===== src/rtl/alu_pkg.sv =====
// alu_pkg: shared types for the registered ALU pipeline (opcodes, FSM states,
// status-flag bundle).
package alu_pkg;

    typedef enum logic [2:0] {
        OP_ADD = 3'b000,
        OP_SUB = 3'b001,
        OP_AND = 3'b010,
        OP_OR  = 3'b011,
        OP_XOR = 3'b100,
        OP_SLL = 3'b101,
        OP_MUL = 3'b110,
        OP_SRA = 3'b111
    } op_e;

    typedef enum logic {
        S_IDLE = 1'b0,
        S_BUSY = 1'b1
    } state_e;

    typedef struct packed {
        logic z;
        logic n;
        logic c;
        logic v;
    } flags_t;

endpackage


===== src/rtl/alu_mul_iter.sv =====
// alu_mul_iter: iterative shift-add multiplier, one bit of b per cycle.
// start loads the operands; done pulses on the cycle the last bit is
// consumed, with prod_lo/prod_hi_nz valid combinationally in that cycle.
module alu_mul_iter #(
    parameter int WIDTH = 32
) (
    input  logic             clk,
    input  logic             rst_n,
    input  logic             start,
    input  logic [WIDTH-1:0] a,
    input  logic [WIDTH-1:0] b,
    output logic             done,
    output logic [WIDTH-1:0] prod_lo,
    output logic             prod_hi_nz
);

    localparam int CW = $clog2(WIDTH);

    logic             busy_q;
    logic [CW-1:0]    cnt_q;
    logic [WIDTH-1:0] mcand_q;
    logic [WIDTH-1:0] hi_q;
    logic [WIDTH-1:0] lo_q;

    logic [WIDTH:0]   sum;
    logic [WIDTH-1:0] hi_d;
    logic [WIDTH-1:0] lo_d;

    // {hi,lo} holds partial product in the upper half and the unconsumed
    // multiplier bits in the lower half; each step adds and shifts right.
    assign sum  = {1'b0, hi_q} + {1'b0, (lo_q[0] ? mcand_q : {WIDTH{1'b0}})};
    assign hi_d = sum[WIDTH:1];
    assign lo_d = {sum[0], lo_q[WIDTH-1:1]};

    assign done       = busy_q && (cnt_q == CW'(WIDTH - 1));
    assign prod_lo    = lo_d;
    assign prod_hi_nz = |hi_d;

    // Operand capture and per-cycle shift-add step; reset aborts any run.
    always_ff @(posedge clk or negedge rst_n) begin
        if (!rst_n) begin
            busy_q  <= 1'b0;
            cnt_q   <= '0;
            mcand_q <= '0;
            hi_q    <= '0;
            lo_q    <= '0;
        end else if (start) begin
            busy_q  <= 1'b1;
            cnt_q   <= '0;
            mcand_q <= a;
            hi_q    <= '0;
            lo_q    <= b;
        end else if (busy_q) begin
            hi_q  <= hi_d;
            lo_q  <= lo_d;
            cnt_q <= cnt_q + CW'(1);
            if (done) begin
                busy_q <= 1'b0;
            end
        end
    end

endmodule


===== src/rtl/alu_pipe.sv =====
// alu_pipe: registered ALU with valid/ready on both sides.
// Optional multiplier enabled by defining ALU_PIPE_MUL_EN; without it,
// opcode 110 completes in one cycle with result 0 and illegal=1.
module alu_pipe
    import alu_pkg::*;
#(
    parameter int WIDTH = 32
) (
    input  logic             clk,
    input  logic             rst_n,
    input  logic             in_valid,
    output logic             in_ready,
    input  logic [WIDTH-1:0] a,
    input  logic [WIDTH-1:0] b,
    input  logic [2:0]       opcode,
    output logic             out_valid,
    input  logic             out_ready,
    output logic [WIDTH-1:0] result,
    output logic             flag_z,
    output logic             flag_n,
    output logic             flag_c,
    output logic             flag_v,
    output logic             illegal
);

    localparam int SHW = $clog2(WIDTH);

    op_e              op;
    logic             accept;
    logic             load_alu;

    logic             out_valid_q;
    logic [WIDTH-1:0] result_q;
    flags_t           flags_q;
    logic             illegal_q;

    logic [WIDTH:0]   add_w;
    logic [WIDTH:0]   sub_w;
    logic [SHW-1:0]   shamt;
    logic [WIDTH-1:0] alu_res;
    flags_t           alu_flags;
    logic             alu_ill;

    logic             mul_done;
    logic [WIDTH-1:0] mul_lo;
    logic             mul_hi_nz;
    flags_t           mul_flags;

    assign op     = op_e'(opcode);
    assign accept = in_valid && in_ready;
    assign shamt  = b[SHW-1:0];
    assign add_w  = {1'b0, a} + {1'b0, b};
    assign sub_w  = {1'b0, a} - {1'b0, b};

    // Single-cycle datapath: result plus carry/overflow, z/n from result.
    always_comb begin
        alu_res   = '0;
        alu_flags = '0;
        alu_ill   = 1'b0;
        case (op)
            OP_ADD: begin
                alu_res     = add_w[WIDTH-1:0];
                alu_flags.c = add_w[WIDTH];
                alu_flags.v = (a[WIDTH-1] == b[WIDTH-1]) && (alu_res[WIDTH-1] != a[WIDTH-1]);
            end
            OP_SUB: begin
                alu_res     = sub_w[WIDTH-1:0];
                alu_flags.c = ~sub_w[WIDTH];
                alu_flags.v = (a[WIDTH-1] != b[WIDTH-1]) && (alu_res[WIDTH-1] != a[WIDTH-1]);
            end
            OP_AND: alu_res = a & b;
            OP_OR:  alu_res = a | b;
            OP_XOR: alu_res = a ^ b;
            OP_SLL: alu_res = a << shamt;
            OP_SRA: alu_res = $signed(a) >>> shamt;
            OP_MUL: begin
`ifndef ALU_PIPE_MUL_EN
                alu_ill = 1'b1;
`endif
                alu_res = '0;
            end
            default: alu_res = '0;
        endcase
        alu_flags.z = (alu_res == '0);
        alu_flags.n = alu_res[WIDTH-1];
    end

`ifdef ALU_PIPE_MUL_EN
    state_e state_q, state_d;
    logic   mul_start;

    assign mul_start = accept && (op == OP_MUL);
    assign load_alu  = accept && (op != OP_MUL);
    assign in_ready  = (state_q == S_IDLE) && (!out_valid_q || out_ready);

    // FSM state register.
    always_ff @(posedge clk or negedge rst_n) begin
        if (!rst_n) state_q <= S_IDLE;
        else        state_q <= state_d;
    end

    // Next state: MUL parks in BUSY until the multiplier finishes.
    always_comb begin
        state_d = state_q;
        case (state_q)
            S_IDLE:  if (mul_start) state_d = S_BUSY;
            S_BUSY:  if (mul_done)  state_d = S_IDLE;
            default: state_d = S_IDLE;
        endcase
    end

    alu_mul_iter #(.WIDTH(WIDTH)) u_mul (
        .clk        (clk),
        .rst_n      (rst_n),
        .start      (mul_start),
        .a          (a),
        .b          (b),
        .done       (mul_done),
        .prod_lo    (mul_lo),
        .prod_hi_nz (mul_hi_nz)
    );
`else
    assign load_alu  = accept;
    assign in_ready  = !out_valid_q || out_ready;
    assign mul_done  = 1'b0;
    assign mul_lo    = '0;
    assign mul_hi_nz = 1'b0;
`endif

    // Multiplier completion flags; v is never set for MUL.
    always_comb begin
        mul_flags   = '0;
        mul_flags.z = (mul_lo == '0);
        mul_flags.n = mul_lo[WIDTH-1];
        mul_flags.c = mul_hi_nz;
    end

    // Output register: load on accept or MUL completion, else drain on ready.
    always_ff @(posedge clk or negedge rst_n) begin
        if (!rst_n) begin
            out_valid_q <= 1'b0;
            result_q    <= '0;
            flags_q     <= '0;
            illegal_q   <= 1'b0;
        end else if (load_alu) begin
            out_valid_q <= 1'b1;
            result_q    <= alu_res;
            flags_q     <= alu_flags;
            illegal_q   <= alu_ill;
        end else if (mul_done) begin
            out_valid_q <= 1'b1;
            result_q    <= mul_lo;
            flags_q     <= mul_flags;
            illegal_q   <= 1'b0;
        end else if (out_ready) begin
            out_valid_q <= 1'b0;
        end
    end

    assign out_valid = out_valid_q;
    assign result    = result_q;
    assign flag_z    = flags_q.z;
    assign flag_n    = flags_q.n;
    assign flag_c    = flags_q.c;
    assign flag_v    = flags_q.v;
    assign illegal   = illegal_q;

endmodule


===== config.mk =====
export PLATFORM = sky130hd
export DESIGN_NAME = alu_pipe
export DESIGN_NICKNAME = d
export VERILOG_FILES = /design/src/rtl/alu_pkg.sv /design/src/rtl/alu_mul_iter.sv /design/src/rtl/alu_pipe.sv
export SDC_FILE = /design/constraint.sdc
export NUM_CORES = 1
export LEC_CHECK = 0
export BUFFER_PORTS_ARGS = -buffer_cell sky130_fd_sc_hd__buf_2
export CORE_MARGIN = 3
export CORE_UTILIZATION = 40
export DETAILED_ROUTE_END_ITERATION = 10
export PLACE_DENSITY = 0.67
export SLEW_MARGIN = 20
export SYNTH_ARGS = -nofsm -noshare
export SYNTH_HDL_FRONTEND = slang
export SYNTH_HIERARCHICAL = 1
export SYNTH_SLANG_ARGS = --single-unit

===== constraint.sdc =====
create_clock -name clk -period 5.74 [get_ports clk]
set_input_delay 0.287 -clock clk [delete_from_list [all_inputs] [get_ports clk]]
set_output_delay 0.287 -clock clk [all_outputs]
set_load 0.01 [all_outputs]

Word-level counts from Yosys, hierarchy flattened:

Index checks and enable logic that the tools add are counted.

* bitwise logic cells: 4
* add/sub/neg operators: 2
* equality and inequality tests: 11
* mux-type cells: 5
* reduce and logical (&&, ||, !) cells: 8
* shift operators: 2

Operator list (count)
* case mux 32 bit (8 select lines): 1
* adder 32 x 32 -> 33 bit: 1
* subtractor 32 x 32 -> 33 bit: 1
* bitwise AND 32 bit: 1
* zero test 32 bit: 1
* bitwise OR 32 bit: 1
* << shifter 32 x 5 -> 32 bit: 1
* >>> shifter 32 x 5 -> 32 bit: 1
* bitwise XOR 32 bit: 1
* equality test 3 bit, second input constant: 4
* equality test 3 x 2 -> 1 bit, second input constant: 2
* case mux 2 bit (2 select lines): 1
* equality test 3 x 1 -> 1 bit, second input constant: 1
* logical AND 1 bit: 3
* zero test 3 bit: 1
* 2-to-1 mux 1 bit: 3
* != test 1 bit: 3
* nonzero test 2 bit: 1
* equality test 1 bit: 1
* zero test 1 bit: 1
* logical OR 1 bit: 1
* inverter 1 bit: 1

* bits of input ports: 71
* bits in registers: 38
* output and inout port bits: 39
* logic and storage cells: 39

Logic depth before layout (Yosys ltp):

* depth after elaboration: 4
* mapped depth: 17
* depth with buffers taken out: 15

Least setup slack after synthesis:

OpenSTA, ideal clock, no wires.

* kind: input to register
* start point: in b[2]
* end point: reg flags_q, in the netlist flag_z
* setup time: 0.103 ns
* cell stages on the path: 16
* data required time: 5.637 ns
* buffers on the path: 3
* path slack: 1.560 ns
* arrival time: 4.076 ns
* cell sequence: clkinv_1 -> buf_1 -> clkbuf_1 -> clkbuf_1 -> ha_1 -> o21a_1 -> a21o_1 -> a2111oi_0 -> nor2_1 -> o22ai_1 -> o21ai_0 -> nand4_1 -> or3b_2 -> nor4_1 -> nand4_1 -> o41ai_2

* word-level cells in the longest chain between the ends: 3
* elaborated cells between the ends (all ways): 9
* those cells by class: add/sub (2); shift (2); mux (1); bitwise (3); reduce/logical (1)

Ends and longest elaborated chain
* start, declared: RTL line alu_pipe.sv:14 `input logic [WIDTH-1:0] b,`
* subtractor 32 x 32 -> 33 bit (tied with other cells): RTL line alu_pipe.sv:53 `assign sub_w = {1'b0, a} - {1'b0, b};`
* case mux 32 bit (8 select lines) *: RTL line alu_pipe.sv:60 `case (op)`
* zero test 32 bit *: RTL line alu_pipe.sv:84 `alu_flags.z = (alu_res == '0);`
* end signal, assigned: RTL line alu_pipe.sv:148 `flags_q <= alu_flags;`
* end signal, assigned: RTL line alu_pipe.sv:153 `flags_q <= mul_flags;`
* end, declared: RTL line alu_pipe.sv:34 `flags_t flags_q;`

Every way passes the cells marked *; elsewhere a longest branch is shown, timed or not.
A chain may end at the register's enable or synchronous reset.

Worst setup path after layout:

* start point: in b[4]
* end point: reg flags_q, in the netlist flag_z

Same word-level chain as after synthesis.

==> results.md <==
* Status: finished, final reports clean
* Die height at 170.9 um
* CP Capture Type: flop
* Post-synth EDFFs at 0
* RSZ-0062 raised after global routing: false
* DR top layer: met5
* Adder-cell share of the synthesized area at 0.1152
* Fillers at around 2.8k
* Clock Latency Late Sink at 0.29 ns
* First DRT Iteration DRCs at 1719
* WL/cell at roughly 28 um
* M1 WL at 21530 um
* Compound-Gate Fraction of Synth Area at 0.3063
* Pwr dens at 156.6 nW/um^2
* Top cells by count, synth: nand2_1, nor2_1, a21oi_1
* Flops & latches, synth at 37
* Arr. time, crit path at 4.85 ns
* Share of cells above drive strength 1 at 0.1564
* Crit Path Max Fanout at 20
* Internal reg-to-reg setup slack at 2.13 ns
* Fin crit period at 4.669 ns
* Final wirelength at 50940 um
* DR DRC count at 0
* XOR/XNOR Fraction of Synth Area at 0.01127
* Number of I/O port buffers at 109
* Simple-gate share of the synthesized area at 0.2110
* Largest net degree at the start of global routing at 54
* Post-CTS sizing at 0
* Rows at 59
* ANT nets after route at 0
* Main combinational cell family by area after synthesis: compound AO/OA/AOI/OAI gates
* Peak VDD IR at 0.09531 mV
* Post-synth top flop: dfrtp_1
* Ys async rst share at 1.000
* Postcts setup bufs at 0
* Util after Layout at 0.4411
* NumNets Final at 1659
* CP required at 5.93 ns
* Setup TNS at 0 ns
* Worst slew margin at 0.3442
* CTS tree: built
* Gr usage total at 0.3362
* Synth unique cells at 92
* Total number of vias at 12.76k
* Initial antenna violation count at 1
* Synth top area share at 0.1115
* Met3 WL at between 5000 and 6000 um
* Largest cells by area after synthesis: ha_1, mux4_2, dfrtp_1
* Via density at 6.994
* Root Driver: clkbuf_16
* Met2 routed WL at 21640 um
* Drt pass-1 iters at 5
* MaxCap Viol Count at 0
* Worst hold path class: primary input to async pin
* Maximum clock rate at approximately 0.21 GHz
* Cells on worst reg2reg path at 11
* Cells after Synth at 1463
* Die W at 170.9 um
* Clock tree sinks at 37
* GPL Wtd Cong at 1.045
* Die area at 29220 sq um
* FF-to-FF Start: out_valid
* Starting Density at 0.4117
* Syn nets at 1633
* Avg Cell Area, Syn at about 7.4 sq um
* Register area share after synthesis at 0.08510
* Most common cell in the netlist: nand2_1
* Leak pwr at just over 5 nW
* First-pass GRT wire length at 74900 um
* RR Endpoint: flag_z
* Number of CTS-inserted buffers at 5
* Grt total ovfl at 0
* Clk_skew at about 0.0055 ns
* Hold Vio Cnt, Final at 0
* YS warnings at 6
* Kind of start point of the critical path: primary input
* Slew Limit Fails at 0
* Tot Pwr at about 0.0018 W
* Worst-Margin Slew at ~0.96 ns
* # IOs at 110
* Area Growth Syn to Fin at 7.141%
* Htree depth at 2
* Dpl hpwl at approximately 40000 um
* Core area at 26430 sq um
* Tcrit/Tclk final at 0.8135
* Diode count at 0
* Post-synth top area cell: ha_1
* Post-synthesis mux area share at 0.1858
* Post-CTS Hold Buffers at 0
* Clock slew at reported path FFs at approximately 0.060 ns
* Final setup vio count at 0
* Number of global-route vias before repair at 11.52k
* Setup CP Type: primary input to flop
* Mapped Area at 10880 sq um
* Longest Clk Path Bufs at 2
-- area by class of cell --
| class | instances | area, sq um | share of cell area |
|---|---|---|---|
| clock buffers | 6 | 128.9 | 0.01106 |
| clock inverters | 2 | 10.01 | 0.0008586 |
| inverters | 105 | 394.1 | 0.03381 |
| multi-input cells | 1207 | 9039 | 0.7754 |
| flip-flops and latches | 37 | 925.9 | 0.07942 |
| well taps | 335 | 419.2 | 0.03596 |
| repair buffers | 133 | 740.7 | 0.06354 |
-- how the worst max path moves through the flow --
stage	slack, ns	to	start
finish	1.07	flag_z	b[4]
global route	0.72	flag_z	b[4]
CTS	1.14	flag_z	b[4]
detailed placement	0.94	flag_z	b[4]
global placement	0.98	flag_z	b[4]
floorplan	1.56	flag_z	b[2]
-- registers in the layout, indices dropped and copies added, names as in the netlist --
name / flops
flag_v: 1
result: 32
out_valid: 1
flag_c: 1
flag_z: 1
illegal: 1
-- through the flow --
step	cell area, sq um	instances	setup WS [ns]	hold slack [ns]
2_1_floorplan	10880	1463	1.560	-0.008591
3_3_place_gp	11520	1817	0.9831	0.4222
3_5_place_dp	11520	1817	0.9357	0.4381
4_1_cts	11660	1825	1.141	0.1384
5_1_grt	11660	1825	0.7178	0.1909
6_report	11660	1825	1.071	0.1054
-- critical path: stages --
cell      delay, ns
buf_2          0.35
clkinv_1       0.45
ha_1           0.62
nor3_1         0.20
o21ai_0        0.21
a211oi_1       0.67
o211ai_1       0.27
a311oi_1       0.38
nor4_1         0.10
nor3b_1        0.30
nand4_1        0.22
nor4_1         0.39
nand4_1        0.17
o41ai_2        0.21
-- per-layer routing --
metal | global-route usage | vias up
li1 | - | 5566
met1 | 0.4965 | 6184
met2 | 0.5003 | 899
met3 | 0.05684 | 113
met4 | 0.1008 | 2
met5 | 0 | -
-- logic make-up (layout without fill, tap and decap cells) --
group | after synthesis | count (layout)
AO/OA/AOI/OAI | 485 | 485
AND/OR/NAND/NOR | 480 | 480
buffers and inverters | 219 | 246
multiplexers | 129 | 129
adder cells (fa/ha/maj) | 99 | 99
flip-flops | 37 | 37
XOR/XNOR | 14 | 14
-- report_power, final --
group / leakage, nW / switching [W] / total (W) / internal, W
sequential: 0.463 / 0.0000236 / 0.000334 / 0.000310
clock: 0.0706 / 0.000111 / 0.000271 / 0.000160
combinational: 4.50 / 0.000795 / 0.00122 / 0.000426
-- placed cells by master, fill, tap and decap left out, types with 23 or more instances in the layout --
| cell type | synthesis | final |
|---|---|---|
| buf_2 | 11 | 108 |
| mux2i_1 | 52 | 52 |
| inv_1 | 100 | 100 |
| nand2_1 | 165 | 165 |
| buf_4 | 6 | 24 |
| nor3_1 | 40 | 40 |
| o211ai_1 | 34 | 34 |
| mux4_2 | 47 | 47 |
| nor2_1 | 122 | 122 |
| a21oi_1 | 111 | 111 |
| nand3_1 | 23 | 23 |
| a211oi_1 | 32 | 32 |
| o21ai_0 | 98 | 98 |
| dfrtp_1 | 37 | 37 |
| ha_1 | 97 | 97 |
| nand2b_1 | 24 | 24 |
(Power assumes the default switching activity.)
